**src/rtl/score_pkg.sv**
```systemverilog
// rtl/score_pkg.sv - shared types and default parameters for the score point collector
package score_pkg;

    typedef enum logic [1:0] {
        ST_IDLE    = 2'd0,
        ST_DELAY   = 2'd1,
        ST_COLLECT = 2'd2,
        ST_DONE    = 2'd3
    } score_col_state_t;

    localparam int SCORE_DATA_W      = 8;
    localparam int SCORE_NUM_PTS     = 5;
    localparam int SCORE_NUM_CH      = 2;
    localparam int SCORE_START_DELAY = 2;

endpackage

```
**src/rtl/score_start_delay.sv**
```systemverilog
// rtl/score_start_delay.sv - loadable down-counter timing the settle delay after start
//
// Ports:
//   clk, rst   clock and asynchronous active-high reset
//   i_clear    synchronous zeroing of the counter (frame abort)
//   i_load     load START_DELAY-1 (start accepted)
//   i_dec      decrement by one, saturating at zero
//   o_done     counter is zero
module score_start_delay #(
    parameter int START_DELAY = 2
) (
    input  logic clk,
    input  logic rst,
    input  logic i_clear,
    input  logic i_load,
    input  logic i_dec,
    output logic o_done
);

    localparam int CNT_W = $clog2(START_DELAY + 1);
    localparam logic [CNT_W-1:0] LOAD_VAL = CNT_W'(START_DELAY - 1);

    logic [CNT_W-1:0] r_cnt;

    always_ff @(posedge clk or posedge rst) begin
        if (rst) begin
            r_cnt <= '0;
        end else if (i_clear) begin
            r_cnt <= '0;
        end else if (i_load) begin
            r_cnt <= LOAD_VAL;
        end else if (i_dec && (r_cnt != '0)) begin
            r_cnt <= r_cnt - 1'b1;
        end
    end

    assign o_done = (r_cnt == '0);

endmodule

```
**src/rtl/score_point_collector.sv**
```systemverilog
// rtl/score_point_collector.sv - gathers NUM_PTS samples per channel and publishes them as one frame
//
// Ports:
//   clk, rst    clock and asynchronous active-high reset
//   start       frame-start request; ignored (and flags overrun) while busy
//   clear       synchronous abort; returns to IDLE and clears overrun
//   in_valid    qualifies in_data during collection
//   in_data     channel c at [c*DATA_W +: DATA_W]
//   out_data    channel c, point k at [(c*NUM_PTS+k)*DATA_W +: DATA_W]
//   out_valid   one-cycle strobe marking a newly published frame
//   busy        state is not IDLE
//   overrun     sticky flag: start arrived while busy
module score_point_collector
    import score_pkg::*;
#(
    parameter int DATA_W      = SCORE_DATA_W,
    parameter int NUM_PTS     = SCORE_NUM_PTS,
    parameter int NUM_CH      = SCORE_NUM_CH,
    parameter int START_DELAY = SCORE_START_DELAY
) (
    input  logic                             clk,
    input  logic                             rst,
    input  logic                             start,
    input  logic                             clear,
    input  logic                             in_valid,
    input  logic [NUM_CH*DATA_W-1:0]         in_data,
    output logic [NUM_CH*NUM_PTS*DATA_W-1:0] out_data,
    output logic                             out_valid,
    output logic                             busy,
    output logic                             overrun
);

    localparam int BUF_W = NUM_CH * NUM_PTS * DATA_W;
    localparam int IDX_W = $clog2(NUM_PTS);
    localparam logic [IDX_W-1:0] LAST_IDX = IDX_W'(NUM_PTS - 1);

    score_col_state_t r_state;
    score_col_state_t w_next_state;

    logic [IDX_W-1:0] r_idx;
    logic [BUF_W-1:0] r_shadow;
    logic [BUF_W-1:0] r_out_data;
    logic             r_out_valid;
    logic             r_overrun;

    logic w_load;
    logic w_dec;
    logic w_capture;
    logic w_publish;
    logic w_delay_done;
    logic w_busy;

    assign w_busy = (r_state != ST_IDLE);

    score_start_delay #(
        .START_DELAY(START_DELAY)
    ) u_start_delay (
        .clk    (clk),
        .rst    (rst),
        .i_clear(clear),
        .i_load (w_load),
        .i_dec  (w_dec),
        .o_done (w_delay_done)
    );

    always_ff @(posedge clk or posedge rst) begin
        if (rst) begin
            r_state <= ST_IDLE;
        end else begin
            r_state <= w_next_state;
        end
    end

    // clear overrides every transition, including the publish out of DONE
    always_comb begin
        w_next_state = r_state;
        w_load       = 1'b0;
        w_dec        = 1'b0;
        w_capture    = 1'b0;
        w_publish    = 1'b0;
        if (clear) begin
            w_next_state = ST_IDLE;
        end else begin
            unique case (r_state)
                ST_IDLE: begin
                    if (start) begin
                        w_next_state = ST_DELAY;
                        w_load       = 1'b1;
                    end
                end
                ST_DELAY: begin
                    if (w_delay_done) begin
                        w_next_state = ST_COLLECT;
                    end else begin
                        w_dec = 1'b1;
                    end
                end
                ST_COLLECT: begin
                    if (in_valid) begin
                        w_capture = 1'b1;
                        if (r_idx == LAST_IDX) begin
                            w_next_state = ST_DONE;
                        end
                    end
                end
                ST_DONE: begin
                    w_publish    = 1'b1;
                    w_next_state = ST_IDLE;
                end
                default: begin
                    w_next_state = ST_IDLE;
                end
            endcase
        end
    end

    // Point index wraps after the last capture so the next frame starts at slot 0
    always_ff @(posedge clk or posedge rst) begin
        if (rst) begin
            r_idx <= '0;
        end else if (clear) begin
            r_idx <= '0;
        end else if (w_capture) begin
            r_idx <= (r_idx == LAST_IDX) ? '0 : r_idx + 1'b1;
        end
    end

    always_ff @(posedge clk or posedge rst) begin
        if (rst) begin
            r_shadow <= '0;
        end else if (w_capture) begin
            for (int c = 0; c < NUM_CH; c++) begin
                r_shadow[(c * NUM_PTS + int'(r_idx)) * DATA_W +: DATA_W] <= in_data[c * DATA_W +: DATA_W];
            end
        end
    end

    // Output register is only loaded from a completed shadow, so partial frames never leak out
    always_ff @(posedge clk or posedge rst) begin
        if (rst) begin
            r_out_data  <= '0;
            r_out_valid <= 1'b0;
        end else begin
            r_out_valid <= w_publish;
            if (w_publish) begin
                r_out_data <= r_shadow;
            end
        end
    end

    always_ff @(posedge clk or posedge rst) begin
        if (rst) begin
            r_overrun <= 1'b0;
        end else if (clear) begin
            r_overrun <= 1'b0;
        end else if (start && w_busy) begin
            r_overrun <= 1'b1;
        end
    end

    assign out_data  = r_out_data;
    assign out_valid = r_out_valid;
    assign busy      = w_busy;
    assign overrun   = r_overrun;

endmodule

```
**config.mk**
```make
export PLATFORM = sky130hd
export DESIGN_NAME = score_point_collector
export DESIGN_NICKNAME = d
export VERILOG_FILES = /design/src/rtl/score_pkg.sv /design/src/rtl/score_start_delay.sv /design/src/rtl/score_point_collector.sv
export SDC_FILE = /design/constraint.sdc
export NUM_CORES = 1
export LEC_CHECK = 0
export BUFFER_PORTS_ARGS = -buffer_cell sky130_fd_sc_hd__buf_2
export CORE_UTILIZATION = 45
export CTS_CLUSTER_DIAMETER = 60
export CTS_CLUSTER_SIZE = 24
export DETAILED_ROUTE_END_ITERATION = 16
export GPL_TIMING_DRIVEN = 0
export PLACE_DENSITY = 0.68
export SLEW_MARGIN = 20
export SYNTH_ARGS = -nofsm -noshare
export SYNTH_HDL_FRONTEND = slang
export SYNTH_HIERARCHICAL = 1
export SYNTH_SLANG_ARGS = --single-unit
```
**constraint.sdc**
```tcl
create_clock -name clk -period 5.8 [get_ports clk]
set_input_delay 0.58 -clock clk [delete_from_list [all_inputs] [get_ports clk]]
set_output_delay 0.58 -clock clk [all_outputs]
set_load 0.03 [all_outputs]
```
* Yosys cells after proc, flatten, opt, wreduce, memory -nomap -nowiden
Cells that the tools add are included.
** Word-level totals
- Register bits after elaboration :: 169
- Bits of input ports :: 21
- Output and inout port bits :: 83
- Logic and storage cells :: 61
** Cells by class
- Equal/unequal tests :: 8
- Add/subtract/negate cells :: 5
- Reduce and logical (&&, ||, !) cells :: 10
- Shifts and indexed selects :: 4
- Mux-type cells :: 27
** Operators with widths (number)
- 80-bit bitwise mux :: 2
- 8-bit by 33-bit variable shift with 80-bit output (first input constant) :: 2
- 8-bit by 33-bit variable part select with 80-bit output :: 2
- 6-bit negation with 33-bit output :: 1
- 7-bit negation with 33-bit output :: 1
- 2-bit two-way mux :: 8
- 1-bit two-way mux :: 13
- 3-bit two-way mux :: 3
- 3-bit != test (second input constant) :: 3
- 2-bit case mux with 4 select lines :: 1
- 2-bit nonzero test :: 4
- 3-bit by 3-bit adder with 4-bit output (first input constant) :: 1
- 2-bit equality test (second input constant) :: 2
- 2-bit zero test :: 2
- 4-bit AND reduction :: 1
- 3-bit by 1-bit adder with 3-bit output (second input constant) :: 1
- 3-bit equality test (second input constant) :: 1
- 3-bit by 2-bit != test with 1-bit output (second input constant) :: 1
- 3-bit nonzero test :: 1
- 2-bit by 1-bit equality test with 1-bit output (second input constant) :: 1
- 1-bit logical AND :: 2
- 2-bit by 1-bit subtractor with 2-bit output (second input constant) :: 1

* Depth between registers and ports, before layout
- Depth after elaboration :: 8
- Depth in mapped cells :: 12
- Depth with buffers taken out :: 10

* By module
The synthesis kept the hierarchy.
** By module, submodules not included
- score_point_collector :: instances 1, area an instance 7948.9 µm², cells an instance 717
- score_start_delay :: instances 1, area an instance 137.6 µm², cells an instance 12

* Least setup slack after synthesis
OpenSTA, ideal clock, no wires.
- Path type :: register to register
- Start point :: register r_idx[1]
- End point :: register r_shadow[40]
- Path buffers :: 1
- Stages on the path, launching flop included :: 12
- Data arrival time :: 2.819 ns
- Slack :: 2.856 ns
- Path through :: dfrtp_1 -> clkbuf_1 -> inv_1 -> ha_1 -> nand2b_1 -> nor2_1 -> ha_1 -> nand2_1 -> a211oi_4 -> a31oi_4 -> nor2_8 -> mux2_2
** Between the ends
- Cells in the longest elaborated chain, start to end :: 4
** RTL lines
- start: declaration :: RTL line score_point_collector.sv:40 : logic [IDX_W-1:0] r_idx;
- start signal: assignment :: RTL line score_point_collector.sv:124 : r_idx <= (r_idx == LAST_IDX) ? '0 : r_idx + 1'b1;
- 3-bit by 3-bit adder with 4-bit output or 6-bit negation with 33-bit output (tied branches) :: RTL line score_point_collector.sv:133 : r_shadow[(c * NUM_PTS + int'(r_idx)) * DATA_W +: DATA_W] <= in_data[c * DATA_W +: DATA_W];
- 7-bit negation with 33-bit output, or another cell as far along :: RTL line score_point_collector.sv:133
- 8-bit by 33-bit variable part select with 80-bit output, or another cell as far along :: RTL line score_point_collector.sv:133
- 80-bit bitwise mux * :: RTL line score_point_collector.sv:133
- end signal: indexed assignment :: RTL line score_point_collector.sv:133
- end: declaration :: RTL line score_point_collector.sv:41 : logic [BUF_W-1:0] r_shadow;
Mark *: on every way between the ends. The rest lies on a longest branch, timed or not.
A chain may end at the register's enable or synchronous reset.

* Worst setup path in the final report
- Start point :: register r_idx[1]
- End point :: register r_shadow[44]
Same word-level chain as after synthesis.

==> impl_metrics.json <==
{
  "cts_resized": 0,
  "post-route-period-util_pct": 60.0,
  "grt_util_met1_pct": 32.3,
  "syn-cell-area_um2": 8090,
  "gr-usage-met3_pct": 5.15,
  "vias": 6090,
  "critPathMaxFanout": 8,
  "synth_seq_area_share_pct": 52.3,
  "grt_pass1_vias": 5867,
  "p_sw_share_pct": 29.2,
  "met2_usage_pct": 34.6,
  "power.density_nw_per_um2": 338,
  "yosysMostFrequentCell": "dfrtp_1",
  "rows": 48,
  "post_cts_buffers": 0,
  "power_switching_mw": 0.941,
  "fillers": 1550,
  "cp_common_cell": "ha_1",
  "layout.nets": 882,
  "report.final.hold_viol_count": 0,
  "internal-power_mw": 2.29,
  "synth_top_area_cell": "dfrtp_1",
  "clk_transition_reported_paths_ps": 60,
  "grt_overflow": 0,
  "antenna_cells": 0,
  "grt_setup_unrepaired": "false",
  "die_area_um2": 18500,
  "drtPass1Iterations": 5,
  "startpoint_type": "flop",
  "synth_top_area_share_pct": 52.3,
  "crit_required_ps": 6120,
  "drc": 0,
  "status": "finished clean",
  "dpl.cell_count": 1051,
  "period_needed_ps": 3480,
  "ys_ff_latch": 169,
  "synthTopCellsByCount": "169 x dfrtp_1, 105 x nand2_1, 104 x mux2_2",
  "cp_cell_sequence": "clkbuf_1 -> inv_1 -> ha_1 -> nand2b_1 -> nor2_1 -> ha_1 -> nand2_1 -> a211oi_4 -> a31oi_4 -> nor2_8 -> mux2_2",
  "place_ws_ps": 2360,
  "ys_types": 57,
  "drv_cap": 0,
  "grt_busiest_layer": "met2",
  "ctsHoldBuffers": 0,
  "instances_no_fill": 1083,
  "ir_worst_vdd_mv": 0.234,
  "layout_setup_ws_ps": 2320,
  "arrival_ps": 3800,
  "syn_nets": 766,
  "grt_max_degree": 62,
  "io_buffers": 95,
  "place_congestion": 0.919,
  "avgViaCountPerCell": 5.62,
  "syn_avg_cell_area_um2": 11.1,
  "area_delta_synth_final_pct": 18.1,
  "cts.sinks": 169,
  "cts_buffer_depth": 2,
  "rr_worst_depth": 11,
  "finalClockSkew_ps": 7.76,
  "dpl.hpwl_um": 13600,
  "cpMaxStageDelayCell": "a211oi_4",
  "p_leak_nw": 4.50,
  "max_stage_delay_ps": 470,
  "grt_antenna_before_repair": 0,
  "grt_pass1_wl_um": 31900,
  "first_iter_violations": 596,
  "netlist_instances": 729,
  "fmax_mhz": 287,
  "critPathCaptureType": "flop",
  "cts_buffers": 17,
  "path_class": "reg -> reg",
  "wl_um": 20000,
  "fp.dieH_um": 136,
  "tritoncts": "built",
  "synth_edf_count": 0,
  "slew_headroom_pct": 39.3,
  "combPwrFrac_pct": 19.4,
  "p_total_mw": 3.23,
  "ys_async_sr_fraction_pct": 100,
  "slew_viol_final": 0,
  "htree_levels": 4,
  "insertion_delay_ps": 440,
  "num_io_pins": 104,
  "ys_warn_count": 6,
  "synthFlopType": "dfrtp_1",
  "power_frac_seq_pct": 42.3,
  "start_util_pct": 46.4,
  "root_buffer": "clkbuf_16",
  "synth_area_leaders": "dfrtp_1 52%, mux2_2 14%, nand2_1 4.9%, o21ai_0 3.0%, ha_1 2.5%",
  "wire_per_inst_um": 18.5,
  "drive_gt1_share_pct": 31.6,
  "tightest_slew_ps": 905,
  "hp-class": "in -> async",
  "hold_ws_ps": 39.3,
  "antenna_left": 0,
  "die_w_um": 136,
  "setup_viol": 0,
  "grt_usage_pct": 23.1,
  "design.core.area_um2": 17400,
  "clkPwrFrac_pct": 38.3
}
-- layout make-up --
cell class / count / area [um2] / share of cell area (%)
Tap cell: 225 / 282 / 2.95
Sequential cell: 169 / 4230 / 44.3
Multi-Input combinational cell: 498 / 3560 / 37.3
Buffer: 49 / 245 / 2.57
Clock buffer: 22 / 484 / 5.07
Inverter: 13 / 56.3 / 0.589
Clock inverter: 10 / 164 / 1.72
Timing Repair Buffer: 97 / 531 / 5.55
-- state kept, by name, indices dropped and copies added (netlist names) --
signal / count
overrun: 1
u_start_delay/r_cnt: 2
r_shadow: 80
r_idx: 3
r_state: 2
out_valid: 1
out_data: 80
-- through the flow --
| step | cell area [um2] | util [%] | TNS (ps) |
|---|---|---|---|
| 4_1_cts | 9550 | 54.9 | 0 |
| 3_5_place_dp | 8910 | 51.1 | 0 |
| 6_report | 9550 | 54.9 | 0 |
| 3_3_place_gp | 8840 | 50.8 | -204420 |
| 2_1_floorplan | 8090 | - | 0 |
| 5_1_grt | 9550 | 54.9 | 0 |
-- worst paths after layout --
| kind | from | slack (ps) | end |
|---|---|---|---|
| worst max-delay path | r_idx[1]$_DFFE_PP0P_ | 2320 | r_shadow[44]$_DFFE_PP0P_ |
| worst min-delay path | rst | 40 | u_start_delay/r_cnt[0]$_DFFE_PP0P_ |
| worst max register to register | r_idx[1]$_DFFE_PP0P_ | 2320 | r_shadow[44]$_DFFE_PP0P_ |
| worst min register to register | r_shadow[78]$_DFFE_PP0P_ | 480 | r_shadow[78]$_DFFE_PP0P_ |
| max in group asynchronous | rst | 4720 | out_data[18]$_DFFE_PP0P_ |
| min in group clk | clear | 390 | u_start_delay/r_cnt[1]$_DFFE_PP0P_ |
-- per-layer routing --
layer	part of all wire, %	wire length, um
met1	45	9040
met2	46	9170
met3	7.3	1460
met4	1.9	375
met5	0	0
-- power groups by stage --
stage                     Clock (mW)  Combinational (mW)  Sequential, mW
after global placement             0               0.608            1.39
after floorplan                    0               0.346            1.48
after detailed placement           0               0.624            1.39
after global routing            1.29               0.684            1.38
after CTS                       1.25               0.627            1.37
final                           1.23               0.626            1.37
-- layout by cell type, fill, tap and decap left out, types with 3 or more instances in the layout --
cell / count
a22oi_1: 16
clkbuf_1: 31
nor3b_1: 3
a31oi_1: 24
mux2i_1: 8
clkbuf_16: 17
o31ai_1: 8
buf_6: 3
a21oi_1: 14
nand3_1: 21
nand2b_1: 4
mux2_2: 104
a32oi_1: 8
o21ai_1: 4
nand2_1: 105
dfrtp_1: 169
buf_4: 3
a21oi_2: 3
o21ai_0: 48
nor3_1: 19
clkbuf_8: 4
ha_1: 16
nor2_1: 26
and3_1: 12
nand3b_1: 4
buf_2: 103
nor2b_1: 7
buf_1: 3
o22a_1: 8
inv_1: 12
a211oi_4: 3
bufinv_16: 4
-- logic make-up (layout without fill, tap and decap cells) --
group                    Yosys count  count (layout)  share of synthesized area, %
buffers and inverters             62             191                          3.64
AO/OA/AOI/OAI                    150             150                          13.0
adder cells (fa/ha/maj)           16              16                          2.48
flip-flops                       169             169                          52.3
XOR/XNOR                           1               1                         0.108
multiplexers                     112             112                          15.5
AND/OR/NAND/NOR                  219             219                          13.0
-- worst max-delay path: cells and delay by family, from the launching register on --
family	cells	cell delay [ps]
DFF	1	390
and+or+nand+nor	4	790
AOI/OAI and AO/OA	2	550
muxes	1	360
adders and majority gates	2	800
buffers and inverters	2	460
Power figures use the tool's default switching activity.
